`src/rtl/nco.sv`:
```
// Numerically controlled oscillator: a 32-bit phase accumulator drives a
// quarter-wave folded, 13-rotation pipelined CORDIC with a fixed 14-edge latency.
module nco (
    input  logic               clk,
    input  logic               reset_n,
    input  logic               clken,
    input  logic        [31:0] phi_inc_i,
    output logic signed [11:0] fsin_o,
    output logic               out_valid
);

    localparam int ITER = 13;
    localparam int DW   = 18;

    // Start magnitude 32752/K, so the rotated vector peaks at 2047 in 4 fraction bits
    localparam logic signed [DW-1:0] X_INIT = 18'sd19889;

    // arctan(2^-i) where 2^16 units span a quarter turn
    function automatic logic signed [DW-1:0] atan_lut(input int i);
        case (i)
            1:       atan_lut = 18'sd19344;
            2:       atan_lut = 18'sd10221;
            3:       atan_lut = 18'sd5188;
            4:       atan_lut = 18'sd2604;
            5:       atan_lut = 18'sd1303;
            6:       atan_lut = 18'sd652;
            7:       atan_lut = 18'sd326;
            8:       atan_lut = 18'sd163;
            9:       atan_lut = 18'sd81;
            10:      atan_lut = 18'sd41;
            11:      atan_lut = 18'sd20;
            12:      atan_lut = 18'sd10;
            default: atan_lut = 18'sd0;
        endcase
    endfunction

    logic        [31:0]   acc;
    logic        [3:0]    fill_cnt;
    logic signed [DW-1:0] x_r [ITER];
    logic signed [DW-1:0] y_r [ITER];
    logic signed [DW-1:0] z_r [ITER];
    logic                 neg_r  [ITER];
    logic                 zero_r [ITER];

    logic        [1:0]    quad;
    logic        [15:0]   low;
    logic        [16:0]   ang;
    logic signed [DW-1:0] z_in;
    logic signed [DW-1:0] y_rnd;
    logic        [10:0]   mag;
    logic signed [11:0]   mag_s;
    logic signed [11:0]   fsin_n;
    logic                 valid_n;

    // Odd quadrants use the mirrored angle; a zero angle is flagged so the
    // zero crossings come out exactly 0 regardless of CORDIC residue.
    always_comb begin
        quad  = acc[31:30];
        low   = acc[29:14];
        ang   = quad[0] ? (17'h10000 - {1'b0, low}) : {1'b0, low};
        z_in  = signed'({1'b0, ang}) - 18'sd32768;
        y_rnd = (y_r[ITER-1] + 18'sd8) >>> 4;
        if (zero_r[ITER-1] || y_rnd < 0)
            mag = 11'd0;
        else if (y_rnd > 18'sd2047)
            mag = 11'd2047;
        else
            mag = y_rnd[10:0];
        mag_s   = {1'b0, mag};
        fsin_n  = neg_r[ITER-1] ? -mag_s : mag_s;
        valid_n = out_valid || (fill_cnt == 4'd13);
    end

    // Stage 0 folds the phase and performs the first (always positive) rotation
    always_ff @(posedge clk) begin
        if (!reset_n) begin
            acc       <= '0;
            fill_cnt  <= '0;
            out_valid <= 1'b0;
            fsin_o    <= '0;
            for (int k = 0; k < ITER; k++) begin
                x_r[k]    <= '0;
                y_r[k]    <= '0;
                z_r[k]    <= '0;
                neg_r[k]  <= 1'b0;
                zero_r[k] <= 1'b0;
            end
        end else if (clken) begin
            acc       <= acc + phi_inc_i;
            x_r[0]    <= X_INIT;
            y_r[0]    <= X_INIT;
            z_r[0]    <= z_in;
            neg_r[0]  <= quad[1];
            zero_r[0] <= (ang == 17'd0);
            for (int k = 1; k < ITER; k++) begin
                if (z_r[k-1] >= 0) begin
                    x_r[k] <= x_r[k-1] - (y_r[k-1] >>> k);
                    y_r[k] <= y_r[k-1] + (x_r[k-1] >>> k);
                    z_r[k] <= z_r[k-1] - atan_lut(k);
                end else begin
                    x_r[k] <= x_r[k-1] + (y_r[k-1] >>> k);
                    y_r[k] <= y_r[k-1] - (x_r[k-1] >>> k);
                    z_r[k] <= z_r[k-1] + atan_lut(k);
                end
                neg_r[k]  <= neg_r[k-1];
                zero_r[k] <= zero_r[k-1];
            end
            if (fill_cnt != 4'd13)
                fill_cnt <= fill_cnt + 4'd1;
            out_valid <= valid_n;
            fsin_o    <= valid_n ? fsin_n : 12'sd0;
        end
    end

endmodule

```
`config.mk`:
```
export PLATFORM = sky130hd
export DESIGN_NAME = nco
export DESIGN_NICKNAME = d
export VERILOG_FILES = /design/src/rtl/nco.sv
export SDC_FILE = /design/constraint.sdc
export NUM_CORES = 2
export LEC_CHECK = 0
export CAP_MARGIN = 30
export CORE_MARGIN = 2
export CORE_UTILIZATION = 60
export DETAILED_ROUTE_END_ITERATION = 8
export PLACE_DENSITY_LB_ADDON = 0.1
export RECOVER_POWER = 25
export SYNTH_ARGS = -nofsm -noshare
export SYNTH_HDL_FRONTEND = slang
export SYNTH_SLANG_ARGS = --single-unit
```
`constraint.sdc`:
```
create_clock -name clk -period 17.5 [get_ports clk]
set_input_delay 3.5 -clock clk [delete_from_list [all_inputs] [get_ports clk]]
set_output_delay 3.5 -clock clk [all_outputs]
set_load 0.1 [all_outputs]
```
# After elaboration in Yosys (flattened, before gate mapping)
# Memory sizes are Yosys's and may differ from the RTL's.
# Cells that the tools add are included.
# word_totals
ff_bits	49
ram_bits	728
inputBits	35
out_inout_bits	13
wordCells	486
n_memories	5
# mem_list
memory	depth	word_bits	rd	rd_clocked_by_memory_dff	write_ports	line	rtl
x_r	13	18	12	0	13	39	logic signed [DW-1:0] x_r [ITER];
y_r	13	18	13	0	13	40	logic signed [DW-1:0] y_r [ITER];
z_r	13	18	12	0	13	41	logic signed [DW-1:0] z_r [ITER];
neg_r	13	1	13	0	13	42	logic neg_r [ITER];
zero_r	13	1	13	0	13	43	logic zero_r [ITER];
# classes
addsub	78
order_cmp	14
n_eq_ne	2
mux	278
bitwise_logic	101
reduce_logical	4
# op_table
cell	n
$mux 18	147
$add 18x18->18	12
$ge 18x1->1 const B	12
$sub 18x18->18	12
$mux 1	126
$or 1x1->1	101
$add 18x10->18	2
$add 18x11->18	2
$add 18x12->18	2
$add 18x13->18	2
$add 18x14->18	2
$add 18x15->18	2
$add 18x16->18	2
$add 18x17->18	2
$add 18x6->18	2
$add 18x7->18	2
$add 18x8->18	2
$add 18x9->18	2
$sub 18x10->18	2
$sub 18x11->18	2
$sub 18x12->18	2
$sub 18x13->18	2
$sub 18x14->18	2
$sub 18x15->18	2
other kinds (22)	31

# Longest topological paths before layout
# An unclocked memory read counts as a cell.
# depth
word_depth	8
depth_mapped	21
depth_no_buf	18

# Worst setup path after synthesis
# OpenSTA, ideal clock, no wires.
# synth_timing
path_kind	input-to-reg
start	input reset_n
end	memory neg_r[10] (enable)
setup_ns	0.928
t_arrival_ns	15.327
path_slack_ns	1.245
path_stages	5
path_buffers	2
cell_sequence	inv_1 -> clkbuf_1 -> nor2_1 -> clkbuf_1 -> inv_1
# synth_lines
element	line	rtl
from (decl)	5	input logic reset_n,
to (decl)	42	

==> summary.txt <==
total power: 0.00986 W
io pins: 48
status: complete, but fails checks
Routed Wire Length: 121000 um
Psw: 0.00425 W
Mapped Area: 52300 um2
Yosys top cell by area: edfxtp_1
Area Overhead vs Synth: 7.71%
setup TNS: 0 ns
CTS Buffer Depth: 3
htree depth: 3
largest net degree at the start of global routing: 190
maxcap violations: 6
non-filler instance count after layout: 6903
critical path class: in2reg
Lkg Pwr: 24.0 nW
Resized Gates After CTS: 0
library cells used by synthesis: 96
CP endpoint: x_r[1][14]$_SDFFCE_PN0P_
final slew viol count: 409
DR WL/cell: 17.5 um
diodes inserted: 0
failing checks: capacitance limit, slew limit
Clock transition at path regs: 0.06 ns
Congestion Overflow GR: 0
YS warnings: 0
FF-to-FF setup slack: 12.29 ns
die area: 89500 um2
P_int: 0.00561 W
Top FF cell, synth: edfxtp_1
die height: 299 um
port bufs: 47
die width: 299 um
Rel. slew slack: -1.30
drt drc: 0
via count: 40700
combinational power share: 0.570
DPL Wire Length: 90000 um
worst r2r path cells: 14
gpl congestion: 0.892
vias per cell: 5.90
clock sink total: 645
Site Rows: 108
Synth top area share: 0.336
Total GRT Usage: 0.269
Nets: 6361
vias in the first global route: 38800
Mapped Cells: 5694
Max VDD drop: 0.107 mV
Async SR Flop Fraction: 0
Num CTS Buffers: 77
Fmax: 77.1 MHz
Tcrit/Tclk final: 0.742
Slew @ Worst Pin: 3.46 ns
Clock Tree Root: clkbuf_16
post-synthesis sequential area ratio: 0.359
Hold Path Class: reg2reg
unrepaired setup endpoints after global routing: false
dpl cells: 6764
crit-path max FO: 69
power density cells: 175 nW/um2
initial drt markers: 2891
first-pass detailed-route iteration total: 5
share of cells above drive strength 1: 0.0362
final-report hold violation count: 0
Final ANT Viol Nets: 0
required time of the critical path: 17.77 ns
Worst EP arrival: 13.24 ns
crit end category: flip-flop
final setup fails: 0
area of the core: 86600 um2
first-pass GRT wire length: 199000 um
EDFF count, synth: 585
top post-synthesis cells by area: edfxtp_1, ha_1, nor2_1, xnor2_1, xor2_1
Hold-fix buffers, CTS: 0
Synth Area per Inst: 9.18 um2
Clock Power Share: 0.164
Setup Buffers After CTS: 0
CTS tree: built
startpoint types: input pin
Sw Share: 0.431
Tmin final: 12.98 ns
crit path launch: reset_n
later-pin clock latency in the skew report: 0.64 ns
clk_skew: 0.0336 ns
initial antenna violation count: 0
Initial Util: 0.604
worst r2r src: z_r[0][53]$_SDFFCE_PN0P_
worst reg2reg endpoint: x_r[0][71]$_DFFE_PP_
register bit total from synthesis: 645
Reg power frac: 0.265
## cells in the mapped netlist (16+ instances only)
cell type and count:
or3_1 58, inv_1 271, or2_2 27, edfxtp_1 585
o31ai_1 34, clkbuf_1 136, o21ai_0 281, xnor2_1 318
a211o_1 19, dfxtp_1 60, nand3_1 90, fa_1 29
a211oi_1 46, o21bai_1 48, a21o_1 123, o41ai_1 25
a31oi_1 55, and2_1 37, o21a_1 45, o31a_1 16
nor2b_1 113, nor3b_1 27, nand2b_1 86, a21oi_1 423
nor2_1 783, mux2i_1 55, a21boi_0 20, and3_1 80
nor4_1 22, nand4_1 22, xor2_1 278, o211ai_1 23
nand2_1 377, nor3_1 221, nand3b_1 17, ha_1 609
## metal layers
metal | up-vias | track usage | wire length, um
met5 | - | 0 | 0
met4 | 0 | 0.0795 | 3180
met3 | 184 | 0.0268 | 4600
met2 | 723 | 0.454 | 57100
met1 | 19300 | 0.368 | 56000
li1 | 20600 | - | -
## cell families (layout without fill, tap and decap cells)
kind of cell    count (synthesis)  in the layout  share of synthesized area
fa+ha+maj                     638            638                      0.157
compound gates               1308           1308                      0.160
flops                         645            645                      0.359
simple gates                 2001           2001                      0.180
mux                            65             65                     0.0127
other cells                     2              5                   0.000144
buf+inv                       439            490                     0.0320
xor+xnor                      596            596                     0.0998
## final cells by class
cell class | count | area, um2
well taps | 1155 | 1450
multi-input cells | 4613 | 31900
fillers | 7349 | 30300
clock buffers | 97 | 2090
flip-flops and latches | 645 | 18800
clock inverters | 42 | 440
repair buffers | 74 | 673
inverters | 277 | 1050
## state kept, by name, indices dropped and copies added (netlist names)
| signal | count |
|---|---|
| acc | 32 |
| fill_cnt | 4 |
| fsin_o | 12 |
| neg_r | 13 |
| out_valid | 1 |
| x_r | 172 |
| y_r | 201 |
| z_r | 197 |
| zero_r | 13 |
## placed cells by master, fill, tap and decap left out, types with 48 or more instances in the layout
cell type / synthesis / layout
and3_1: 80 / 80
edfxtp_1: 585 / 585
inv_1: 271 / 269
nand2b_1: 86 / 86
nor2_1: 783 / 783
o21ai_0: 281 / 283
dfxtp_1: 60 / 60
or3_1: 58 / 58
nor3_1: 221 / 221
xor2_1: 278 / 278
xnor2_1: 318 / 318
nand2_1: 377 / 377
mux2i_1: 55 / 55
ha_1: 609 / 609
a31oi_1: 55 / 55
clkbuf_16: 0 / 80
nor2b_1: 113 / 113
a21o_1: 123 / 123
nand3_1: 90 / 90
o21bai_1: 48 / 48
a21oi_1: 423 / 423
## per-stage QoR
step	setup WS [ns]	instance area (um2)	utilization	hold slack (ns)
after detailed placement	7.22	53800	0.622	0.443
after floorplan	1.25	52300	-	0.445
after global routing	3.67	56300	0.650	0.498
after CTS	7.88	56400	0.651	0.454
after global placement	7.33	53800	0.622	0.436
final	4.52	56300	0.650	0.454
## power groups by stage
stage | sequential [W] | clock (W) | combinational (W)
6_report | 0.00262 | 0.00162 | 0.00562
5_1_grt | 0.00266 | 0.00171 | 0.00635
4_1_cts | 0.00261 | 0.00165 | 0.00561
3_5_place_dp | 0.00264 | 0 | 0.00556
3_3_place_gp | 0.00264 | 0 | 0.00548
2_1_floorplan | 0.00245 | 0 | 0.00450
## worst max-delay path, cell delays in order
cell	delay, ns
buf_2	0.07
clkbuf_1	2.39
inv_4	0.92
nor2_1	1.26
buf_4	0.74
nand2_1	0.79
inv_1	0.82
nor2_1	0.11
xor2_1	0.17
ha_1	0.31
nor2b_1	0.15
o21ai_0	0.21
a21boi_0	0.15
o21ai_0	0.41
a211oi_1	0.21
o31a_1	0.38
a21o_1	0.18
a21oi_1	0.16
xor2_1	0.17
nor2_1	0.06
## how the worst min path moves through the flow
stage / from / to / depth (start not counted)
6_report: fsin_o[3]$_SDFFE_PN0P_ / fsin_o[3]$_SDFFE_PN0P_ / 2
5_1_grt: fsin_o[9]$_SDFFE_PN0P_ / fsin_o[9]$_SDFFE_PN0P_ / 2
4_1_cts: fsin_o[6]$_SDFFE_PN0P_ / fsin_o[6]$_SDFFE_PN0P_ / 2
3_5_place_dp: fsin_o[6]$_SDFFE_PN0P_ / fsin_o[6]$_SDFFE_PN0P_ / 2
3_3_place_gp: fsin_o[3]$_SDFFE_PN0P_ / fsin_o[3]$_SDFFE_PN0P_ / 2
2_1_floorplan: acc[4]$_SDFFE_PN0P_ / acc[4]$_SDFFE_PN0P_ / 2
(Power assumes the default switching activity.)
